## config.mk

```make
export PLATFORM = sky130hd
export DESIGN_NAME = uart_tx_periph_flat
export DESIGN_NICKNAME = d
export VERILOG_FILES = /design/src/rtl/uart_tx_periph_if.sv /design/src/rtl/uart_tx_periph.sv /design/src/flat_wrapper.sv
export SDC_FILE = /design/constraint.sdc
export NUM_CORES = 1
export LEC_CHECK = 0
export CAP_MARGIN = 20
export CORE_MARGIN = 5
export CORE_UTILIZATION = 48
export CTS_CLUSTER_SIZE = 12
export DETAILED_ROUTE_END_ITERATION = 10
export HOLD_SLACK_MARGIN = 0.03
export PLACE_DENSITY = 0.74
export SLEW_MARGIN = 20
export SYNTH_ARGS = -nofsm -noshare
export SYNTH_HDL_FRONTEND = slang
export SYNTH_SLANG_ARGS = --single-unit
```

## constraint.sdc

```tcl
create_clock -name clk -period 3.1 [get_ports clk]
set_input_delay 0.62 -clock clk [delete_from_list [all_inputs] [get_ports clk]]
set_output_delay 0.62 -clock clk [all_outputs]
set_load 0.02 [all_outputs]
```

## src/rtl/uart_tx_periph_if.sv

```systemverilog
// Simple SoC bus port for the UART TX peripheral: word address, write data,
// write strobe and combinational read data.
interface uart_tx_periph_if;
    logic [31:0] addr;
    logic [31:0] wdata;
    logic        we;
    logic [31:0] rdata;

    modport master (output addr, output wdata, output we, input rdata);
    modport slave  (input addr, input wdata, input we, output rdata);
endinterface

```

## src/rtl/uart_tx_periph.sv

```systemverilog
// Memory-mapped 8N1 UART transmitter: TX FIFO fed by bus stores, baud-rate
// serialiser, status/divider/control registers and a TX-drained interrupt.
module uart_tx_periph #(
    parameter int          FIFO_DEPTH  = 4,
    parameter logic [15:0] DEFAULT_DIV = 16'd434
) (
    input  logic              clk,
    input  logic              rst,
    uart_tx_periph_if.slave   bus,
    output logic              tx_out,
    output logic              irq
);
    localparam int           AW       = $clog2(FIFO_DEPTH);
    localparam logic [AW:0]  DEPTH_P  = (AW+1)'(FIFO_DEPTH);
    localparam logic [AW:0]  PTR_ONE  = (AW+1)'(1);
    localparam logic [AW:0]  PTR_ZERO = (AW+1)'(0);
    localparam logic [1:0]   ST_IDLE  = 2'd0;
    localparam logic [1:0]   ST_START = 2'd1;
    localparam logic [1:0]   ST_DATA  = 2'd2;
    localparam logic [1:0]   ST_STOP  = 2'd3;

    logic [7:0]  mem_r [FIFO_DEPTH];
    logic [AW:0] wr_ptr_r, rd_ptr_r, count_s;
    logic        full_s, empty_s, ovf_r;
    logic [15:0] div_r, div_eff_s, reload_s;
    logic [1:0]  ctrl_r;
    logic [1:0]  state_r, state_nxt_s;
    logic [15:0] cnt_r, cnt_nxt_s;
    logic [7:0]  shift_r, shift_nxt_s, head_s;
    logic [2:0]  bit_idx_r, bit_nxt_s;
    logic        pop_s, tx_nxt_s, tx_r, irq_r;
    logic [1:0]  sel_s;
    logic        data_we_s, stat_we_s, div_we_s, ctrl_we_s, push_ok_s;
    logic [31:0] count_ext_s, status_s;
    logic [2:0]  count_sat_s;
    logic        unused_s;

    assign sel_s     = bus.addr[3:2];
    assign data_we_s = bus.we && (sel_s == 2'd0);
    assign stat_we_s = bus.we && (sel_s == 2'd1);
    assign div_we_s  = bus.we && (sel_s == 2'd2);
    assign ctrl_we_s = bus.we && (sel_s == 2'd3);
    assign unused_s  = ^{bus.addr[31:4], bus.addr[1:0], bus.wdata[31:16]};

    assign count_s   = wr_ptr_r - rd_ptr_r;
    assign full_s    = (count_s == DEPTH_P);
    assign empty_s   = (count_s == PTR_ZERO);
    assign head_s    = mem_r[rd_ptr_r[AW-1:0]];
    // A pop in the same cycle frees the slot, so a push into a full FIFO is still accepted
    assign push_ok_s = data_we_s && (!full_s || pop_s);

    assign div_eff_s = (div_r == 16'd0) ? 16'd1 : div_r;
    assign reload_s  = div_eff_s - 16'd1;

    // FIFO storage, pointers and sticky overflow flag
    always_ff @(posedge clk or negedge rst) begin
        if (!rst) begin
            for (int i = 0; i < FIFO_DEPTH; i++) mem_r[i] <= 8'd0;
            wr_ptr_r <= PTR_ZERO;
            rd_ptr_r <= PTR_ZERO;
            ovf_r    <= 1'b0;
        end else begin
            if (push_ok_s) begin
                mem_r[wr_ptr_r[AW-1:0]] <= bus.wdata[7:0];
                wr_ptr_r <= wr_ptr_r + PTR_ONE;
            end
            if (pop_s) rd_ptr_r <= rd_ptr_r + PTR_ONE;
            if (stat_we_s) ovf_r <= 1'b0;
            else if (data_we_s && full_s && !pop_s) ovf_r <= 1'b1;
        end
    end

    // Divider and control registers
    always_ff @(posedge clk or negedge rst) begin
        if (!rst) begin
            div_r  <= DEFAULT_DIV;
            ctrl_r <= 2'd0;
        end else begin
            if (div_we_s)  div_r  <= bus.wdata[15:0];
            if (ctrl_we_s) ctrl_r <= bus.wdata[1:0];
        end
    end

    // Serialiser next-state: the baud counter reloads from DIV only at bit boundaries
    always_comb begin
        state_nxt_s = state_r;
        cnt_nxt_s   = cnt_r;
        shift_nxt_s = shift_r;
        bit_nxt_s   = bit_idx_r;
        pop_s       = 1'b0;
        case (state_r)
            ST_IDLE: begin
                if (ctrl_r[0] && !empty_s) begin
                    pop_s       = 1'b1;
                    shift_nxt_s = head_s;
                    cnt_nxt_s   = reload_s;
                    state_nxt_s = ST_START;
                end else begin
                    state_nxt_s = ST_IDLE;
                end
            end
            ST_START: begin
                if (cnt_r == 16'd0) begin
                    cnt_nxt_s   = reload_s;
                    bit_nxt_s   = 3'd0;
                    state_nxt_s = ST_DATA;
                end else begin
                    cnt_nxt_s = cnt_r - 16'd1;
                end
            end
            ST_DATA: begin
                if (cnt_r == 16'd0) begin
                    cnt_nxt_s   = reload_s;
                    shift_nxt_s = {1'b0, shift_r[7:1]};
                    if (bit_idx_r == 3'd7) begin
                        state_nxt_s = ST_STOP;
                    end else begin
                        bit_nxt_s = bit_idx_r + 3'd1;
                    end
                end else begin
                    cnt_nxt_s = cnt_r - 16'd1;
                end
            end
            ST_STOP: begin
                if (cnt_r == 16'd0) begin
                    if (ctrl_r[0] && !empty_s) begin
                        pop_s       = 1'b1;
                        shift_nxt_s = head_s;
                        cnt_nxt_s   = reload_s;
                        state_nxt_s = ST_START;
                    end else begin
                        state_nxt_s = ST_IDLE;
                    end
                end else begin
                    cnt_nxt_s = cnt_r - 16'd1;
                end
            end
            default: state_nxt_s = ST_IDLE;
        endcase
    end

    // Line level for the state being entered, so tx_out is registered without lag
    always_comb begin
        tx_nxt_s = 1'b1;
        case (state_nxt_s)
            ST_IDLE:  tx_nxt_s = 1'b1;
            ST_START: tx_nxt_s = 1'b0;
            ST_DATA:  tx_nxt_s = shift_nxt_s[0];
            ST_STOP:  tx_nxt_s = 1'b1;
            default:  tx_nxt_s = 1'b1;
        endcase
    end

    // Serialiser state and registered serial line
    always_ff @(posedge clk or negedge rst) begin
        if (!rst) begin
            state_r   <= ST_IDLE;
            cnt_r     <= 16'd0;
            shift_r   <= 8'd0;
            bit_idx_r <= 3'd0;
            tx_r      <= 1'b1;
        end else begin
            state_r   <= state_nxt_s;
            cnt_r     <= cnt_nxt_s;
            shift_r   <= shift_nxt_s;
            bit_idx_r <= bit_nxt_s;
            tx_r      <= tx_nxt_s;
        end
    end

    // Drained interrupt; an accepted push or clearing irq enable drops it at once
    always_ff @(posedge clk or negedge rst) begin
        if (!rst) begin
            irq_r <= 1'b0;
        end else begin
            irq_r <= ctrl_r[1] && (state_r == ST_IDLE) && empty_s && !push_ok_s
                     && !(ctrl_we_s && !bus.wdata[1]);
        end
    end

    assign count_ext_s = 32'(count_s);
    assign count_sat_s = (count_ext_s > 32'd7) ? 3'd7 : count_ext_s[2:0];
    assign status_s    = {25'd0, ovf_r, count_sat_s, empty_s, full_s, (state_r != ST_IDLE)};

    // Register read mux
    always_comb begin
        bus.rdata = 32'd0;
        case (sel_s)
            2'd0:    bus.rdata = 32'd0;
            2'd1:    bus.rdata = status_s;
            2'd2:    bus.rdata = {16'd0, div_r};
            2'd3:    bus.rdata = {30'd0, ctrl_r};
            default: bus.rdata = 32'd0;
        endcase
    end

    assign tx_out = tx_r;
    assign irq    = irq_r;
endmodule

```

## src/flat_wrapper.sv

```systemverilog
// flat-port wrapper written by rule: the top's interface ports become plain ports
module uart_tx_periph_flat 
#(
    parameter int          FIFO_DEPTH  = 4,
    parameter logic [15:0] DEFAULT_DIV = 16'd434
)
  (clk, rst, tx_out, irq, bus_addr, bus_wdata, bus_we, bus_rdata);
  uart_tx_periph_if bus_i ();
  input  logic clk;
  input  logic rst;
  output logic tx_out;
  output logic irq;
  input wire logic [$bits(bus_i.addr)-1:0] bus_addr;
  input wire logic [$bits(bus_i.wdata)-1:0] bus_wdata;
  input wire logic [$bits(bus_i.we)-1:0] bus_we;
  output wire logic [$bits(bus_i.rdata)-1:0] bus_rdata;
  assign bus_i.addr = bus_addr;
  assign bus_i.wdata = bus_wdata;
  assign bus_i.we = bus_we;
  assign bus_rdata = bus_i.rdata;
  uart_tx_periph #(.FIFO_DEPTH(FIFO_DEPTH), .DEFAULT_DIV(DEFAULT_DIV)) u_core (.clk(clk), .rst(rst), .bus(bus_i), .tx_out(tx_out), .irq(irq));
endmodule
```

==> results.cfg, run 1 <==
[pwr]
worst_ir_drop_vdd_v = 0.000558
totalPowerFinal_mw = 5.59
power_per_cell_area_mw_per_mm2 = 916
leakagePower_nw = 2.58

[detailed_routing]
wire_per_inst_um = 17.8
detail_route.vias_per_cell = 5.88
final_antenna_net_count = 0
postRouteWirelength_um = 12600
detailroute.via_count = 4154
drt_iter0_drcs = 267
drt_drc_violations_left = 0
drt-pass1-iter-count = 5

[synth]
netlist_area_mm2 = 0.00533
seq_area_frac_synth = 0.414
yosys_warnings = 0
synth_enable_flop_cells = 0
synth_top_cells_by_area = sky130_fd_sc_hd__dfrtp_1 (38%), sky130_fd_sc_hd__mux2_2 (10%), sky130_fd_sc_hd__ha_1 (3.8%), sky130_fd_sc_hd__nand2_1 (3.4%), sky130_fd_sc_hd__mux4_2 (3.4%)
synth_top_cell_area_share = 0.385
synth_cells = 518
register_bit_total_from_synthesis = 88
post_synth_num_cell_types = 69
synth.top_cells.by_count = sky130_fd_sc_hd__dfrtp_1 (82), sky130_fd_sc_hd__mux2_2 (49), sky130_fd_sc_hd__nand2_1 (49)
synth_async_sr_flop_share = 1.00
yosysMostFrequentCell = sky130_fd_sc_hd__dfrtp_1
syn_area_per_cell_um2 = 10.3
synth_ff_type = sky130_fd_sc_hd__dfrtp_1
synth_top_cell_by_area = sky130_fd_sc_hd__dfrtp_1

[cts]
clk_latency_ns = 0.37
cts_hold_buf = 0
clock-sinks = 88
clock_buffer_count_from_cts = 9
htree_num_levels = 3
tritoncts = built
maximum_root_to_sink_buffer_count = 2
clk_root_buffer_cell = sky130_fd_sc_hd__clkbuf_8
clk_transition_reported_paths_ns = 0.10
cts.repair_timing.setup_buffer_count = 0

[floorplanning]
boundaryPins = 101
design.die.area_mm2 = 0.0133
fp.dieH_um = 115
placeableCoreArea_mm2 = 0.0108
std_cell_rows = 38
initial_core_util = 0.492
die_w_um = 115

[worst_setup_path]
worst_path_largest_cell_delay_ns = 0.39
reg2reg_slack_ns = 0.21
worst_path_max_delay_cell = sky130_fd_sc_hd__fa_1
timing.critical_path.fanout_max = 5
setup.worst_path.end_class = output port
worstPathCellList = inv_1, ha_1, fa_1, xor3_2, buf_4, a22o_1, clkdlybuf4s15_1
setup.worst_path.start = u_core.wr_ptr_r[0]
crit_required_ns = 2.48
endpoint_of_the_lowest_slack_register_to_register_path = u_core.tx_out
critical_path_class = reg -> out
type_of_element_launching_the_critical_path = register
crit_arrival_ns = 2.32
r2r_cells = 8
rr_startpoint = u_core.cnt_r[3]

[sta]
slew_headroom = 0.526
setup_viol = 0
grt_setup_unrepaired = no
worst_slew_pin_slew_ns = 0.711
final_max_slew_viol_count = 0
fmaxAchievable_mhz = 340
finClkSkew_ns = 0.0125
timing_hold_violations_final = 0
period_share = 0.949
setup_total_negative_slack_ns = 0
worst_slack_ns = 0.158
fin_crit_period_ns = 2.94

[finish]
syn_to_final_growth_pct = 14.4
drive_gt1_frac = 0.203
antenna_cells = 0
nets = 646

[placement]
detailed_place_hpwl_um = 9010
pre_cts_slack_ns = 0.0832
place.port_buffers = 38
globalplace.congestion = 0.908

[global_route]
grt_pass1_wl_um = 20900
antenna_found_initial = 0
globalRouteOverflowTotal = 0
grt_max_degree = 54
grt_pass1_vias = 4092
grtUsageTotal = 0.199

[run]
drv_cap = 0

[run_status]
status = completed

[hold_path]
min_path_type = in -> async
==> power breakdown <==
group	total, mW	switching [mW]	leakage [nW]	internal [mW]
Combinational	2.79	1.47	1.39	1.32
Clock	0.841	0.455	0.0994	0.386
Sequential	1.95	0.359	1.09	1.59
Total	5.59	2.29	2.58	3.30
==> critical path, delay by kind of cell, from the launching register on <==
kind / cells / cell delay [ns]
adder cells (fa/ha/maj): 2 / 0.59
buffers and inverters: 3 / 0.52
flip-flops: 1 / 0.35
XOR/XNOR: 1 / 0.29
AO/OA/AOI/OAI: 1 / 0.19
==> cells in the final DEF, fill, tap and decap left out, drive strengths merged, types with 8 or more instances in the layout <==
cell / Yosys / final
nand3: 13 / 13
o21ai: 18 / 18
a31oi: 8 / 8
ha: 16 / 16
and2: 9 / 9
inv: 10 / 13
nor4: 8 / 8
nor2: 41 / 41
dfrtp: 82 / 82
clkdlybuf4s50: 0 / 33
conb: 1 / 16
xor2: 14 / 14
a22o: 9 / 9
xnor2: 11 / 11
nand2: 49 / 49
clkbuf: 17 / 11
a21oi: 30 / 30
mux4: 8 / 8
buf: 23 / 22
mux2: 52 / 52
nor3: 16 / 16
==> state kept, by name, indices dropped and copies added (netlist names) <==
signal / flops
u_core.bit_idx_r: 3
u_core.cnt_r: 16
u_core.ctrl_r: 2
u_core.div_r: 16
u_core.irq: 1
u_core.mem_r: 32
u_core.ovf_r: 1
u_core.rd_ptr_r: 3
u_core.shift_r: 8
u_core.state_r: 2
u_core.tx_out: 1
u_core.wr_ptr_r: 3
==> through the flow <==
stage	hold WS [ns]	instances	utilization	cell area (um^2)
floorplan	0.324	533	-	5390
global placement	0.468	691	0.544	5900
detailed placement	0.485	691	0.544	5900
CTS	0.303	707	0.563	6100
global route	0.338	707	0.563	6100
finish	0.291	707	0.563	6100
==> layer usage <==
layer | track usage | vias up | share of wire
li1 | - | 1944 | -
met1 | 0.277 | 2078 | 0.46
met2 | 0.323 | 126 | 0.48
met3 | 0.0432 | 6 | 0.054
met4 | 0.0438 | 0 | 0.0070
met5 | 0 | - | 0
==> timing repair <==
item	in CTS	in global routing
gates resized for setup	6	7
setup endpoints to repair	3	4
hold endpoints to repair	0	0
==> kinds of logic after synthesis <==
kind of cell	Yosys count	synth area share
AOI/OAI and AO/OA	110	0.142
xor gates and xnor gates	26	0.0455
adders and majority gates	17	0.0413
buffers and inverters	50	0.0474
DFF	88	0.414
muxes	64	0.151
other	1	0.000703
and+or+nand+nor	162	0.158
==> layout make-up <==
class                           instances  area (um^2)
Inverter                               10         37.5
Clock buffer                           10          128
Multi-Input combinational cell        395         2930
Clock inverter                          6         75.1
Tap cell                              140          175
Fill cell                             941         4740
Timing Repair Buffer                   58          546
Sequential cell                        88         2210
==> worst max-delay path by stage <==
stage | cells past startpoint | endpoint | slack [ns]
floorplan | 9 | u_core.tx_out | 0.22
global placement | 8 | bus_rdata[1] | 0.13
detailed placement | 8 | bus_rdata[1] | 0.08
CTS | 8 | bus_rdata[1] | 0.006
global route | 7 | bus_rdata[5] | 0.02
finish | 7 | bus_rdata[5] | 0.16
(Power assumes the default switching activity.)
==> inputs of run 2 (changes only) <==
--- a/config.mk
+++ b/config.mk
@@ -10,6 +10,7 @@
 export CORE_UTILIZATION = 48
 export CTS_CLUSTER_SIZE = 12
 export DETAILED_ROUTE_END_ITERATION = 10
+export GPL_TIMING_DRIVEN = 0
 export HOLD_SLACK_MARGIN = 0.03
 export PLACE_DENSITY = 0.74
 export SLEW_MARGIN = 20
==> constraint.sdc (replaced) <==
create_clock -name clk -period 3.1 [get_ports clk]
set_input_delay 0.465 -clock clk [delete_from_list [all_inputs] [get_ports clk]]
set_output_delay 0.465 -clock clk [all_outputs]
set_load 0.02 [all_outputs]
==> run 2 against run 1 <==
Effect of this change:
- register-to-register slack got worse by 0.14 ns
- via count increased by 1.4%
- combinational power fell by 2%
- clock power increased by 8.2%
- sequential power increased by 2%
- maximum frequency fell by 3.0%
- critical endpoint is now u_core.tx_out
==> results.cfg, run 2 (same netlist as run 1, synthesis figures left out) <==
[floorplanning]
die_w_um = 115
design.die.area_mm2 = 0.0133
std_cell_rows = 38
placeableCoreArea_mm2 = 0.0108
boundaryPins = 101
initial_core_util = 0.492
fp.dieH_um = 115

[cts]
cts_hold_buf = 0
tritoncts = built
clock_buffer_count_from_cts = 9
htree_num_levels = 3
clk_transition_reported_paths_ns = 0.10
maximum_root_to_sink_buffer_count = 2
clock-sinks = 88
clk_root_buffer_cell = sky130_fd_sc_hd__clkbuf_8
clk_latency_ns = 0.38

[pwr]
totalPowerFinal_mw = 5.64
power.share.clock = 0.161
total_switching_power_mw = 2.33
power_frac_comb = 0.486
power.sequential.fraction = 0.352
power_per_cell_area_mw_per_mm2 = 906
sw_frac_of_total = 0.413
leakagePower_nw = 2.66
worst_ir_drop_vdd_v = 0.000508
cellInternalPower_mw = 3.31

[worst_setup_path]
worstPathCellList = or4_4, nor4_4, buf_4, a41oi_2, clkbuf_4, o32a_1, ha_1, o41a_1
crit_required_ns = 3.40
timing.critical_path.max_delay_family = simple AND/OR/NAND/NOR gates
worst_path_max_delay_cell = sky130_fd_sc_hd__or4_4
worst_path_largest_cell_delay_ns = 0.59
type_of_element_launching_the_critical_path = register
crit_arrival_ns = 3.33
timing.critical_path.fanout_max = 19
critical_path_class = reg -> reg
setup.worst_path.end_class = register
critPathBufInv = 2

[global_route]
grt_util_met3 = 0.0453
grt_pass1_vias = 4316
met2_track_demand_over_resource = 0.332
grt_util_met1 = 0.295
globalRouteOverflowTotal = 0
grtUsageTotal = 0.213
grt_max_degree = 53
antenna_found_initial = 0
grt_pass1_wl_um = 22200
grt_busiest_layer = met2

[placement]
placement.cell_area_mm2 = 0.00596
place.port_buffers = 37
globalplace.congestion = 0.926
post-place-cells = 711
detailed_place_hpwl_um = 9880

[sta]
grt_setup_unrepaired = no
fmaxAchievable_mhz = 330
period_share = 0.978
timing_hold_violations_final = 0
finClkSkew_ns = 0.0146
slew_headroom = 0.431
setup_viol = 0
fin_crit_period_ns = 3.03
hold_slack_ns = 0.0447
worst_slew_pin_slew_ns = 0.850
setup_total_negative_slack_ns = 0
final_max_slew_viol_count = 0

[finish]
biggestRegsByFlops = u_core.mem_r (32), u_core.cnt_r (16), u_core.div_r (16)
fill_count = 917
final_cells = 726
layout.cells.most_common_list = sky130_fd_sc_hd__dfrtp_1 (82), sky130_fd_sc_hd__nand2_1 (49), sky130_fd_sc_hd__mux2_2 (49)
largest_register_ffs = 32
syn_to_final_growth_pct = 16.8
layout_commonest_cell = sky130_fd_sc_hd__dfrtp_1
final-seq-area_mm2 = 0.00221
nets = 665
largest-register = u_core.mem_r
drive_gt1_frac = 0.217
antenna_cells = 0
postLayoutCellArea_mm2 = 0.00622
multi_input_gate_area_mm2 = 0.00295

[detailed_routing]
detail_route.vias_per_cell = 5.80
detailroute.via_count = 4214
drt_iter0_drcs = 228
wire_per_inst_um = 18.4
drt_drc_violations_left = 0
drt-pass1-iter-count = 4
postRouteWirelength_um = 13400
final_antenna_net_count = 0

[hold_path]
min_path_type = in -> async

[run_status]
status = completed

[run]
drv_cap = 0
## run 2: cell types whose count changed in the layout (fill, tap and decap cells not counted), moves of 2 or more
cell / change
sky130_fd_sc_hd__clkbuf_4: +2
sky130_fd_sc_hd__clkbuf_1: +9
sky130_fd_sc_hd__clkbuf_2: +5
sky130_fd_sc_hd__buf_12: -2
## run 2: through the flow
stage | util | setup WS (ns)
floorplan | - | 0.216
global placement | 0.547 | -1.64
detailed placement | 0.550 | -0.176
CTS | 0.570 | -0.00128
global route | 0.574 | 0.000972
finish | 0.574 | 0.0681
## run 2: worst paths after layout
| path | from | end | slack, ns | depth (start not counted) |
|---|---|---|---|---|
| max in group asynchronous | rst | u_core.div_r[8] | 2.36 | 2 |
| min in group clk | u_core.wr_ptr_r[2] | u_core.wr_ptr_r[2] | 0.50 | 1 |
| max reg2reg | u_core.cnt_r[9] | u_core.tx_out | 0.07 | 8 |
| min | rst | u_core.bit_idx_r[2] | 0.04 | 1 |
| max | u_core.cnt_r[9] | u_core.tx_out | 0.07 | 8 |
| min reg2reg | u_core.wr_ptr_r[2] | u_core.wr_ptr_r[2] | 0.50 | 1 |
## run 2: power groups by stage
stage          Sequential (mW)  Clock (mW)  Combinational, mW
2_1_floorplan             1.89           0               2.03
3_3_place_gp              1.95           0               2.60
6_report                  1.99       0.910               2.74
5_1_grt                   2.04       0.978               3.01
4_1_cts                   1.97       0.925               2.69
3_5_place_dp              1.99           0               2.67
## run 2: worst register-to-register path: stages (launching register included)
cell and delay (ns):
sky130_fd_sc_hd__dfrtp_1 0.44, sky130_fd_sc_hd__or4_4 0.59, sky130_fd_sc_hd__nor4_4 0.32, sky130_fd_sc_hd__buf_4 0.18
sky130_fd_sc_hd__a41oi_2 0.16, sky130_fd_sc_hd__clkbuf_4 0.31, sky130_fd_sc_hd__o32a_1 0.21, sky130_fd_sc_hd__ha_1 0.31
sky130_fd_sc_hd__o41a_1 0.44
## run 2: layout make-up
type | instances | area share
plain buffers | 38 | 0.0370
clock buffers | 9 | 0.0199
clock inverters | 7 | 0.0163
inverters | 10 | 0.00603
multi-input cells | 395 | 0.473
flip-flops and latches | 88 | 0.355
well taps | 140 | 0.0281
repair buffers | 39 | 0.0645
## run 2: repair_timing
item / in CTS / in global routing
gates resized for setup: 9 / 22
hold endpoints to repair: 0 / 0
setup buffers: 0 / 1
cloned: 0 / 0
pin swaps: 0 / 1
setup endpoints to repair: 6 / 25
## run 2: metal layers
metal | part of all wire | wire, um
met1 | 0.45 | 6020
met2 | 0.47 | 6320
met3 | 0.062 | 828
met4 | 0.017 | 227
met5 | 0 | 0
